==> config.mk <==
export PLATFORM = sky130hd
export DESIGN_NAME = alu_ctrl_issue_stage_flat
export DESIGN_NICKNAME = d
export VERILOG_FILES = /design/src/rtl/alu_ctrl_issue_stage_pkg.sv /design/src/rtl/alu_ctrl_issue_stage_if.sv /design/src/rtl/alu_ctrl_issue_stage_skid.sv /design/src/rtl/alu_ctrl_issue_stage.sv /design/src/flat_wrapper.sv
export SDC_FILE = /design/constraint.sdc
export NUM_CORES = 1
export LEC_CHECK = 0
export BUFFER_PORTS_ARGS = -buffer_cell sky130_fd_sc_hd__buf_4
export CAP_MARGIN = 0
export CELL_PAD_IN_SITES_DETAIL_PLACEMENT = 0
export CELL_PAD_IN_SITES_GLOBAL_PLACEMENT = 1
export CORE_ASPECT_RATIO = 1.5
export CORE_MARGIN = 5
export CORE_UTILIZATION = 39
export DETAILED_ROUTE_END_ITERATION = 8
export PLACE_DENSITY_LB_ADDON = 0.1
export SLEW_MARGIN = 20
export SYNTH_ARGS = -nofsm -noshare
export SYNTH_HDL_FRONTEND = slang
export SYNTH_SLANG_ARGS = --single-unit
export TNS_END_PERCENT = 30
==> constraint.sdc <==
create_clock -name clk -period 1.9 [get_ports clk]
set_input_delay 0.285 -clock clk [delete_from_list [all_inputs] [get_ports clk]]
set_output_delay 0.285 -clock clk [all_outputs]
set_load 0.1 [all_outputs]
==> src/rtl/alu_ctrl_issue_stage_pkg.sv <==
// Shared definitions for the ALU control issue stage.
//   - ALU operation codes consumed by the EX-stage ALU (4 bits)
//   - RV32I/M opcode, funct3 and funct7 field values used by the decoder
//   - alu_ctrl_word_t: the packed control word held in the output registers
package alu_pkg;

  localparam int ALU_XLEN = 32;

  localparam logic [3:0] ALU_AND  = 4'b0000;
  localparam logic [3:0] ALU_OR   = 4'b0001;
  localparam logic [3:0] ALU_ADD  = 4'b0010;
  localparam logic [3:0] ALU_SLL  = 4'b0011;
  localparam logic [3:0] ALU_SUB  = 4'b0100;
  localparam logic [3:0] ALU_SRL  = 4'b0101;
  localparam logic [3:0] ALU_MUL  = 4'b0110;
  localparam logic [3:0] ALU_XOR  = 4'b0111;
  localparam logic [3:0] ALU_SLTU = 4'b1000;
  localparam logic [3:0] ALU_SRA  = 4'b1001;

  localparam logic [6:0] OPC_OP     = 7'b0110011;
  localparam logic [6:0] OPC_OP_IMM = 7'b0010011;
  localparam logic [6:0] OPC_LOAD   = 7'b0000011;
  localparam logic [6:0] OPC_STORE  = 7'b0100011;
  localparam logic [6:0] OPC_BRANCH = 7'b1100011;

  localparam logic [2:0] F3_ADD_SUB = 3'b000;
  localparam logic [2:0] F3_SLL     = 3'b001;
  localparam logic [2:0] F3_SLTU    = 3'b011;
  localparam logic [2:0] F3_XOR     = 3'b100;
  localparam logic [2:0] F3_SR      = 3'b101;
  localparam logic [2:0] F3_OR      = 3'b110;
  localparam logic [2:0] F3_AND     = 3'b111;
  localparam logic [2:0] F3_BEQ     = 3'b000;
  localparam logic [2:0] F3_BNE     = 3'b001;

  localparam logic [6:0] F7_BASE   = 7'b0000000;
  localparam logic [6:0] F7_ALT    = 7'b0100000;
  localparam logic [6:0] F7_MULDIV = 7'b0000001;

  typedef struct packed {
    logic [3:0]          alu_control;
    logic                use_imm;
    logic [ALU_XLEN-1:0] imm;
    logic [4:0]          rs1;
    logic [4:0]          rs2;
    logic [4:0]          rd;
    logic                illegal;
  } alu_ctrl_word_t;

  localparam int CTRL_W = $bits(alu_ctrl_word_t);

endpackage

==> src/rtl/alu_ctrl_issue_stage_if.sv <==
// ID->EX handshake bundle for the ALU control issue stage.
//   ID side : in_valid, in_ready, instr
//   EX side : out_valid, out_ready, alu_control, use_imm, imm, rs1, rs2, rd, illegal
// master = the issue stage, slave = the surrounding ID/EX logic.
interface alu_ctrl_issue_stage_if #(
  parameter int XLEN = 32
);
  logic            in_valid;
  logic            in_ready;
  logic [31:0]     instr;
  logic            out_valid;
  logic            out_ready;
  logic [3:0]      alu_control;
  logic            use_imm;
  logic [XLEN-1:0] imm;
  logic [4:0]      rs1;
  logic [4:0]      rs2;
  logic [4:0]      rd;
  logic            illegal;

  modport master (
    input  in_valid, instr, out_ready,
    output in_ready, out_valid, alu_control, use_imm, imm, rs1, rs2, rd, illegal
  );

  modport slave (
    output in_valid, instr, out_ready,
    input  in_ready, out_valid, alu_control, use_imm, imm, rs1, rs2, rd, illegal
  );
endinterface

==> src/rtl/alu_ctrl_issue_stage_skid.sv <==
// pipe_skid_buffer: registered valid/ready stage with one skid entry.
//   clk, rst_n (sync, active-low), flush_i (drops both entries)
//   in_valid_i / in_ready_o / in_data_i   : upstream side, in_ready_o is a flop output
//   out_valid_o / out_ready_i / out_data_o: downstream side, driven straight from flops
module pipe_skid_buffer #(
  parameter int WIDTH = 8
) (
  input  logic             clk,
  input  logic             rst_n,
  input  logic             flush_i,
  input  logic             in_valid_i,
  output logic             in_ready_o,
  input  logic [WIDTH-1:0] in_data_i,
  output logic             out_valid_o,
  input  logic             out_ready_i,
  output logic [WIDTH-1:0] out_data_o
);

  logic             out_valid_q, out_valid_d;
  logic             skid_valid_q, skid_valid_d;
  logic [WIDTH-1:0] out_data_q, out_data_d;
  logic [WIDTH-1:0] skid_data_q, skid_data_d;
  logic             accept;
  logic             out_free;

  // The skid slot being occupied is the only reason to refuse input.
  assign accept   = in_valid_i && !skid_valid_q;
  // Output register may be overwritten when empty or being drained this edge.
  assign out_free = !out_valid_q || out_ready_i;

  always_comb begin
    out_valid_d  = out_valid_q;
    out_data_d   = out_data_q;
    skid_valid_d = skid_valid_q;
    skid_data_d  = skid_data_q;
    if (flush_i) begin
      out_valid_d  = 1'b0;
      skid_valid_d = 1'b0;
    end else if (out_free) begin
      // A waiting skid entry has priority; in_ready was low so nothing new arrives.
      if (skid_valid_q) begin
        out_valid_d  = 1'b1;
        out_data_d   = skid_data_q;
        skid_valid_d = 1'b0;
      end else begin
        out_valid_d = accept;
        if (accept) out_data_d = in_data_i;
      end
    end else if (accept) begin
      skid_valid_d = 1'b1;
      skid_data_d  = in_data_i;
    end
  end

  // ---- register stage ----
  always_ff @(posedge clk) begin
    if (!rst_n) begin
      out_valid_q  <= 1'b0;
      skid_valid_q <= 1'b0;
      out_data_q   <= '0;
      skid_data_q  <= '0;
    end else begin
      out_valid_q  <= out_valid_d;
      skid_valid_q <= skid_valid_d;
      out_data_q   <= out_data_d;
      skid_data_q  <= skid_data_d;
    end
  end

  assign in_ready_o  = !skid_valid_q;
  assign out_valid_o = out_valid_q;
  assign out_data_o  = out_data_q;

endmodule

==> src/rtl/alu_ctrl_issue_stage.sv <==
// alu_ctrl_issue_stage: decodes RV32I/M instruction words into the ALU control word
// (alu_control, use_imm, imm, rs1/rs2/rd, illegal) and presents it registered to EX.
//   clk   : rising-edge clock
//   rst_n : synchronous active-low reset, dominates flush
//   flush : drops every buffered entry and any input offered in the same cycle
//   bus   : alu_ctrl_issue_stage_if.master carrying both handshakes and the control word
module alu_ctrl_issue_stage
  import alu_pkg::*;
#(
  parameter int XLEN       = 32,
  parameter bit ENABLE_MUL = 1'b1
) (
  input  logic                   clk,
  input  logic                   rst_n,
  input  logic                   flush,
  alu_ctrl_issue_stage_if.master bus
);

  function automatic alu_ctrl_word_t decode(input logic [31:0] ins);
    alu_ctrl_word_t w;
    logic [6:0]     opc;
    logic [6:0]     f7;
    logic [2:0]     f3;
    logic           legal;
    opc   = ins[6:0];
    f3    = ins[14:12];
    f7    = ins[31:25];
    w     = '0;
    w.alu_control = ALU_ADD;
    w.rs1 = ins[19:15];
    w.rs2 = ins[24:20];
    w.rd  = ins[11:7];
    legal = 1'b0;
    case (opc)
      OPC_OP: begin
        legal = 1'b1;
        if (f7 == F7_BASE) begin
          case (f3)
            F3_ADD_SUB: w.alu_control = ALU_ADD;
            F3_SLL:     w.alu_control = ALU_SLL;
            F3_SLTU:    w.alu_control = ALU_SLTU;
            F3_XOR:     w.alu_control = ALU_XOR;
            F3_SR:      w.alu_control = ALU_SRL;
            F3_OR:      w.alu_control = ALU_OR;
            F3_AND:     w.alu_control = ALU_AND;
            default:    legal = 1'b0;  // signed SLT has no ALU code
          endcase
        end else if (f7 == F7_ALT && f3 == F3_ADD_SUB) begin
          w.alu_control = ALU_SUB;
        end else if (f7 == F7_ALT && f3 == F3_SR) begin
          w.alu_control = ALU_SRA;
        end else if (f7 == F7_MULDIV && f3 == F3_ADD_SUB && ENABLE_MUL) begin
          w.alu_control = ALU_MUL;
        end else begin
          legal = 1'b0;
        end
      end
      OPC_OP_IMM: begin
        legal     = 1'b1;
        w.use_imm = 1'b1;
        w.imm     = ALU_XLEN'($signed(ins[31:20]));
        case (f3)
          F3_ADD_SUB: w.alu_control = ALU_ADD;
          F3_SLTU:    w.alu_control = ALU_SLTU;
          F3_XOR:     w.alu_control = ALU_XOR;
          F3_OR:      w.alu_control = ALU_OR;
          F3_AND:     w.alu_control = ALU_AND;
          F3_SLL: begin
            w.alu_control = ALU_SLL;
            w.imm         = ALU_XLEN'(ins[24:20]);
            legal         = (f7 == F7_BASE);
          end
          F3_SR: begin
            w.imm = ALU_XLEN'(ins[24:20]);
            if (f7 == F7_BASE)     w.alu_control = ALU_SRL;
            else if (f7 == F7_ALT) w.alu_control = ALU_SRA;
            else                   legal = 1'b0;
          end
          default: legal = 1'b0;  // SLTI
        endcase
      end
      OPC_LOAD: begin
        legal     = 1'b1;
        w.use_imm = 1'b1;
        w.imm     = ALU_XLEN'($signed(ins[31:20]));
      end
      OPC_STORE: begin
        legal     = 1'b1;
        w.use_imm = 1'b1;
        w.imm     = ALU_XLEN'($signed({ins[31:25], ins[11:7]}));
      end
      OPC_BRANCH: begin
        // EX compares via SUB and the zero flag, so only equality branches fit.
        legal         = (f3 == F3_BEQ) || (f3 == F3_BNE);
        w.alu_control = ALU_SUB;
      end
      default: legal = 1'b0;
    endcase
    // Illegal words still travel down the pipe, with a neutral payload.
    if (!legal) begin
      w.alu_control = ALU_ADD;
      w.use_imm     = 1'b0;
      w.imm         = '0;
    end
    w.illegal = !legal;
    return w;
  endfunction

  alu_ctrl_word_t    dec_word;
  alu_ctrl_word_t    out_word;
  logic [CTRL_W-1:0] out_bits;

  assign dec_word = decode(bus.instr);

  // ---- decode -> registered output ----
  pipe_skid_buffer #(
    .WIDTH(CTRL_W)
  ) u_skid (
    .clk        (clk),
    .rst_n      (rst_n),
    .flush_i    (flush),
    .in_valid_i (bus.in_valid),
    .in_ready_o (bus.in_ready),
    .in_data_i  (dec_word),
    .out_valid_o(bus.out_valid),
    .out_ready_i(bus.out_ready),
    .out_data_o (out_bits)
  );

  assign out_word        = alu_ctrl_word_t'(out_bits);
  assign bus.alu_control = out_word.alu_control;
  assign bus.use_imm     = out_word.use_imm;
  assign bus.imm         = XLEN'($signed(out_word.imm));
  assign bus.rs1         = out_word.rs1;
  assign bus.rs2         = out_word.rs2;
  assign bus.rd          = out_word.rd;
  assign bus.illegal     = out_word.illegal;

endmodule
==> src/flat_wrapper.sv <==
// flat-port wrapper written by rule: the top's interface ports become plain ports
module alu_ctrl_issue_stage_flat import alu_pkg::*;
#(
  parameter int XLEN       = 32,
  parameter bit ENABLE_MUL = 1'b1
)
  (clk, rst_n, flush, bus_in_valid, bus_instr, bus_out_ready, bus_in_ready, bus_out_valid, bus_alu_control, bus_use_imm, bus_imm, bus_rs1, bus_rs2, bus_rd, bus_illegal);
  alu_ctrl_issue_stage_if #(.XLEN(XLEN)) bus_i ();
  input  logic clk;
  input  logic rst_n;
  input  logic flush;
  input wire logic [$bits(bus_i.in_valid)-1:0] bus_in_valid;
  input wire logic [$bits(bus_i.instr)-1:0] bus_instr;
  input wire logic [$bits(bus_i.out_ready)-1:0] bus_out_ready;
  output wire logic [$bits(bus_i.in_ready)-1:0] bus_in_ready;
  output wire logic [$bits(bus_i.out_valid)-1:0] bus_out_valid;
  output wire logic [$bits(bus_i.alu_control)-1:0] bus_alu_control;
  output wire logic [$bits(bus_i.use_imm)-1:0] bus_use_imm;
  output wire logic [$bits(bus_i.imm)-1:0] bus_imm;
  output wire logic [$bits(bus_i.rs1)-1:0] bus_rs1;
  output wire logic [$bits(bus_i.rs2)-1:0] bus_rs2;
  output wire logic [$bits(bus_i.rd)-1:0] bus_rd;
  output wire logic [$bits(bus_i.illegal)-1:0] bus_illegal;
  assign bus_i.in_valid = bus_in_valid;
  assign bus_i.instr = bus_instr;
  assign bus_i.out_ready = bus_out_ready;
  assign bus_in_ready = bus_i.in_ready;
  assign bus_out_valid = bus_i.out_valid;
  assign bus_alu_control = bus_i.alu_control;
  assign bus_use_imm = bus_i.use_imm;
  assign bus_imm = bus_i.imm;
  assign bus_rs1 = bus_i.rs1;
  assign bus_rs2 = bus_i.rs2;
  assign bus_rd = bus_i.rd;
  assign bus_illegal = bus_i.illegal;
  alu_ctrl_issue_stage #(.XLEN(XLEN), .ENABLE_MUL(ENABLE_MUL)) u_core (.clk(clk), .rst_n(rst_n), .flush(flush), .bus(bus_i));
endmodule
# Word-level counts from Yosys, hierarchy flattened
# Cells that the tools add are included.
# op_classes
n_eq_ne	13
muxes	24
bitwise_logic	3
n_reduce_logical	20
# ops
cell	n
53-bit two-way mux	2
33-bit one-hot mux with 3 select lines	1
4-bit one-hot mux with 6 select lines	2
37-bit two-way mux	1
32-bit two-way mux	1
7-bit by 6-bit == test with 1-bit output, second input constant	3
4-bit two-way mux	5
3-bit == test, second input constant	4
4-bit one-hot mux with 3 select lines	1
1-bit two-way mux	8
7-bit by 1-bit == test with 1-bit output, second input constant	1
7-bit by 2-bit == test with 1-bit output, second input constant	1
7-bit by 5-bit == test with 1-bit output, second input constant	1
7-bit == test, second input constant	1
7-bit zero test	1
7-bit OR reduction	1
3-bit AND reduction	2
2-bit OR reduction	3
5-bit OR reduction	1
1-bit logical AND	4
1-bit one-hot mux with 4 select lines	1
3-bit by 1-bit == test with 1-bit output, second input constant	1
3-bit by 2-bit == test with 1-bit output, second input constant	1
1-bit zero test	3
7 further kinds	10
# totals
reg_bits	108
output_inout_bits	55
wordCells	64

# Depth between registers and ports, before layout
# logic_depth
depth_word	10
ltp_mapped	8
depth_no_buf	5

# Cells and area by module
# From an unflattened synthesis, not the netlist that was laid out.
# hier_totals
cells_unflattened	630
hier_area_um2	5582.9
# modules_own_cells
module	n_inst	cells_each	area_per_inst_um2	seq_area_each_um2
pipe_skid_buffer	1	529	4926.0	2162.1
alu_ctrl_issue_stage	1	101	656.9	0.0

# Worst setup path after synthesis
# OpenSTA, ideal clock, no wires.
# synth_path
kind	register to register
start	register u_core.u_skid.out_valid_q, in the netlist u_core.u_skid.out_valid_o
end	register u_core.u_skid.skid_data_q[26]
t_arrival_ns	2.223
setup_slack_ns	-0.383
path_stages_with_launch	6
period_less_slack_ns	2.283
path_cell_list	dfxtp_1 nor2b_1 nand3_1 nor3_2 o311a_2 a32o_1
# synth_between
elab_chain_cells	4
# synth_lines
item	line	rtl
start: declaration	alu_ctrl_issue_stage_skid.sv:19	logic out_valid_q, out_valid_d;
start signal: assignment	alu_ctrl_issue_stage_skid.sv:63	out_valid_q <= out_valid_d;
1-bit zero test	alu_ctrl_issue_stage_skid.sv:29	assign out_free = !out_valid_q || out_ready_i;
1-bit logical OR	alu_ctrl_issue_stage_skid.sv:29	
1-bit NOT (no source line)	--	
3-bit AND reduction (no source line)	--	
end signal: assignment	alu_ctrl_issue_stage_skid.sv:66	skid_data_q <= skid_data_d;
end: declaration	alu_ctrl_issue_stage_skid.sv:22	logic [WIDTH-1:0] skid_data_q, skid_data_d;
# No other way between the ends.
# A chain may end at the register's enable or synchronous reset.

# Worst setup path after layout
# layout_path
start	register u_core.u_skid.skid_valid_q
end	register u_core.u_skid.out_data_q[47], in the netlist u_core.u_skid.out_data_o[47]
# layout_between
elab_chain_cells	4
word_cells_on_any_way	5
cone_classes	mux (1); reduce/logical (4)
# layout_lines
item	line	rtl
start: declaration	alu_ctrl_issue_stage_skid.sv:20	logic skid_valid_q, skid_valid_d;
start signal: assignment	alu_ctrl_issue_stage_skid.sv:64	skid_valid_q <= skid_valid_d;
1-bit zero test	alu_ctrl_issue_stage_skid.sv:27	assign accept = in_valid_i && !skid_valid_q;
1-bit logical AND	alu_ctrl_issue_stage_skid.sv:27	
2-bit nonzero test (no source line)	--	
3-bit AND reduction (no source line)	--	
end signal: assignment	alu_ctrl_issue_stage_skid.sv:65	out_data_q <= out_data_d;
end: declaration	alu_ctrl_issue_stage_skid.sv:21	logic [WIDTH-1:0] out_data_q, out_data_d;
# Parallel ways exist; a longest one is shown, timed or not.

==> reports/qor.csv <==
stage,metric,value,unit
flow_run,max_cap viols,0,
setup_path,critical path startpoint category,register,
final_layout,FF/Latch Area,1368,sq um
timing,final worst path period share,87.83,%
floorplanning,Initial Util,39.95,%
logic_synthesis,Seq cells post-synth,68,
min_path,worst hold path class,in -> reg,
timing,Sum Neg Setup Slack,0,ns
setup_path,worst r2r src,u_core.u_skid.skid_valid_q$_SDFFE_PP0P_,
logic_synthesis,largest area contributor in the netlist,dfxtp_1,
setup_path,critical path type,reg -> reg,
setup_path,CP endpoint kind,register,
routing,DR vias,3244,
clock_tree,Clock Pin Slew Worst Setup and Hold Paths,0.05,ns
min_path,hold path startpoint,bus_instr[31],
grt,pin count of the biggest net entering global routing,36,
logic_synthesis,Async SR Flop Fraction,0,%
timing,Hold WS,0.2010,ns
logic_synthesis,sequential element share of the synthesized area,38.36,%
clock_tree,H-tree depth,3,
timing,final count of pins violating max slew,0,
pwr,design internal power,0.002826,W
timing,post-layout min period,1.669,ns
clock_tree,hold buffers post-CTS,0,
routing,DR iter-0 viols,138,
timing,Setup Skew,0.006149,ns
clock_tree,"Setup Fix Bufs, Post-CTS",0,
final_layout,Finished Layout Cells,601,
placed_design,Placer Congestion,0.8461,
clock_tree,total CTS buffers,9,
pwr,Clock Power Share,45.3,%
logic_synthesis,post-synth top area share,38.36,%
timing,Final setup viols,0,
pwr,Leak Pwr,2.008,nW
grt,vias in the first global route,3170,
timing,actual slew at the worst max-slew pin,0.4347,ns
routing,Avg Vias per Cell,5.398,
pwr,pwr/cell area,856.4,nW/um^2
setup_path,Crit Path Max Fanout,35,
clock_tree,CTS resizes,0,
clock_tree,root buf cell,clkbuf_16,
final_layout,synth-to-layout area growth,30.22,%
grt,gr ovfl total,0,
setup_path,RR Endpoint,u_core.u_skid.out_data_o[47]$_SDFFE_PN0P_,
routing,Post-route DRC,0,
timing,fin worst setup slack,0.2312,ns
placed_design,DP Wirelength,7113,microns
setup_path,critical path data required time,2.17,ns
floorplanning,Core ar.,8881,sq um
logic_synthesis,ranking of synthesized cells by area,"dfxtp_1 38%, nand2_1 7.1%, o211a_1 5.4%",
floorplanning,Top-Level Pins,92,
pwr,sequential power share,37.6,%
floorplanning,Die Area,11150,sq um
placed_design,placed cells,585,
routing,ANT nets after route,0,
final_layout,# diodes,0,
clock_tree,CTS Sinks,68,
floorplanning,die width,87.88,microns
clock_tree,CTS tree,done,
pwr,sw frac,28.60,%
grt,first-pass GRT wire length,15910,microns
clock_tree,CTS max path bufs,2,
pwr,Psw,0.001132,W
logic_synthesis,number of synthesized flops with an enable pin,0,
timing,final hold violation count,0,
logic_synthesis,Netlist cell types,57,
logic_synthesis,yosys warns,0,
logic_synthesis,Syn Inst Count,411,
pwr,peak supply drop,0.0005030,V
setup_path,crit path DAT,1.93,ns
timing,unrepaired setup endpoints after global routing,no,
min_path,Hold Path Depth,2,
grt,GRT Total Usage,18.13,%
routing,post-DR wirelength/cell,16.39,microns
pwr,combinational fraction of design power,17.1,%
final_layout,area of the multi-input gates,1836,sq um
floorplanning,Rows,42,
floorplanning,die height,126.8,microns
setup_path,R2R depth,7,
logic_synthesis,Mapped Nets,448,
final_layout,# fillers,871,
min_path,Hold Path Sink,u_core.u_skid.skid_data_q[47]$_SDFFE_PN0P_,
final_layout,layout cells sized above 1,30.14,%
timing,Max Clock Freq,599.2,MHz
grt,initial antenna violation count,0,
pwr,total power,0.003957,W
routing,Routed WL,9849,microns
final_layout,final net count,523,
outcome,run status,completed,
placed_design,Port Buffers,91,
timing,Slew HR,70.87,%
final_layout,"commonest non-fill, non-tap cell in the layout",buf_4,
logic_synthesis,Syn Std Cell Area,3548,sq um
clock_tree,clock latency on the worst-skew pair,0.33,ns
placed_design,Placement Setup Slack,-0.002405,ns
setup_path,R2R Setup Slk,0.23,ns
logic_synthesis,Main synth FF type,dfxtp_1,
routing,TritonRoute pass-1 iters,4,
logic_synthesis,"Avg Cell Area, Syn",8.634,sq um
final_layout,"commonest cells after routing, fill and taps aside","118 x buf_4, 67 x nand2_1, 65 x dfxtp_1",
[through the flow]
step                      utilization, %  area [sq um]
after global placement             48.38          4297
after CTS                          52.03          4621
after detailed placement           48.38          4297
final                              52.03          4621
after global routing               52.03          4621
after floorplan                        -          3553
[logic make-up after synthesis]
kind of cell / after synthesis / synth area share (%)
mux: 10 / 2.821
flops: 68 / 38.36
xor+xnor: 1 / 0.2469
buf+inv: 64 / 10.05
compound gates: 129 / 28.74
simple gates: 139 / 19.78
[final cells by class]
class	instances	area share [%]
inverters	8	0.6499
clock buffers	9	4.874
clock inverters	7	2.139
multi-input cells	279	39.72
well taps	110	2.979
flip-flops and latches	68	29.60
repair buffers	120	20.04
[state kept, by name (all words and copies together) (netlist names)]
| name | flops |
|---|---|
| u_core.u_skid.skid_data_q | 33 |
| u_core.u_skid.out_valid_o | 1 |
| u_core.u_skid.out_data_o | 33 |
| u_core.u_skid.skid_valid_q | 1 |
[synth_stat cells, types with 2 or more instances]
cell type	count
a211oi_1	4
a21boi_0	23
a21o_1	3
a21oi_1	9
a31o_1	7
a31oi_1	3
a32o_1	7
a32oi_1	10
and2_1	3
and3_1	3
and3b_1	2
buf_2	9
buf_4	23
buf_6	2
clkbuf_1	20
dfxtp_1	68
inv_1	8
mux2i_1	10
nand2_1	67
nand2b_1	9
nand3_1	12
nor2_1	10
nor2b_1	7
nor3_1	5
nor3_2	3
nor3b_1	3
nor4b_1	2
o211a_1	19
o211ai_1	6
o21ai_0	15
o21ai_1	3
o22ai_1	5
o31ai_1	4
or3_1	4
[per-layer routing]
layer	share of wire, %	wire length, microns	vias up	track usage, %
met5	0	0	-	0
met3	4.6	450	16	3.958
met4	1.9	189	0	7.136
li1	-	-	1621	-
met2	52	5102	69	30.99
met1	42	4108	1538	21.69
[power by group through the flow]
stage | Clock (W) | Sequential (W) | Combinational, W
after global routing | 0.00192 | 0.00149 | 0.000712
after global placement | 0 | 0.00152 | 0.000674
after CTS | 0.00184 | 0.00149 | 0.000679
after detailed placement | 0 | 0.00152 | 0.000677
after floorplan | 0 | 0.00179 | 0.000198
final | 0.00179 | 0.00149 | 0.000675
[critical path: stages (launching register included)]
cell and delay [ns]:
dfxtp_2 0.44, nor2_1 0.13, nor3_2 0.17, buf_4 0.24
buf_12 0.21, nand3_1 0.10, a21boi_0 0.20, a31o_1 0.12
[worst max path at each step]
stage	from	endpoint	cells past startpoint
6_report	u_core.u_skid.skid_valid_q$_SDFFE_PP0P_	u_core.u_skid.out_data_o[47]$_SDFFE_PN0P_	7
5_1_grt	u_core.u_skid.skid_valid_q$_SDFFE_PP0P_	u_core.u_skid.out_data_o[24]$_SDFFE_PN0P_	7
4_1_cts	u_core.u_skid.skid_valid_q$_SDFFE_PP0P_	u_core.u_skid.out_data_o[47]$_SDFFE_PN0P_	7
3_5_place_dp	bus_instr[14]	u_core.u_skid.out_data_o[47]$_SDFFE_PN0P_	8
3_3_place_gp	bus_instr[14]	u_core.u_skid.out_data_o[47]$_SDFFE_PN0P_	8
2_1_floorplan	u_core.u_skid.out_valid_o$_SDFFE_PP0P_	u_core.u_skid.skid_data_q[26]$_SDFFE_PN0P_	5
Note: power is estimated with default switching activity, not from simulation.
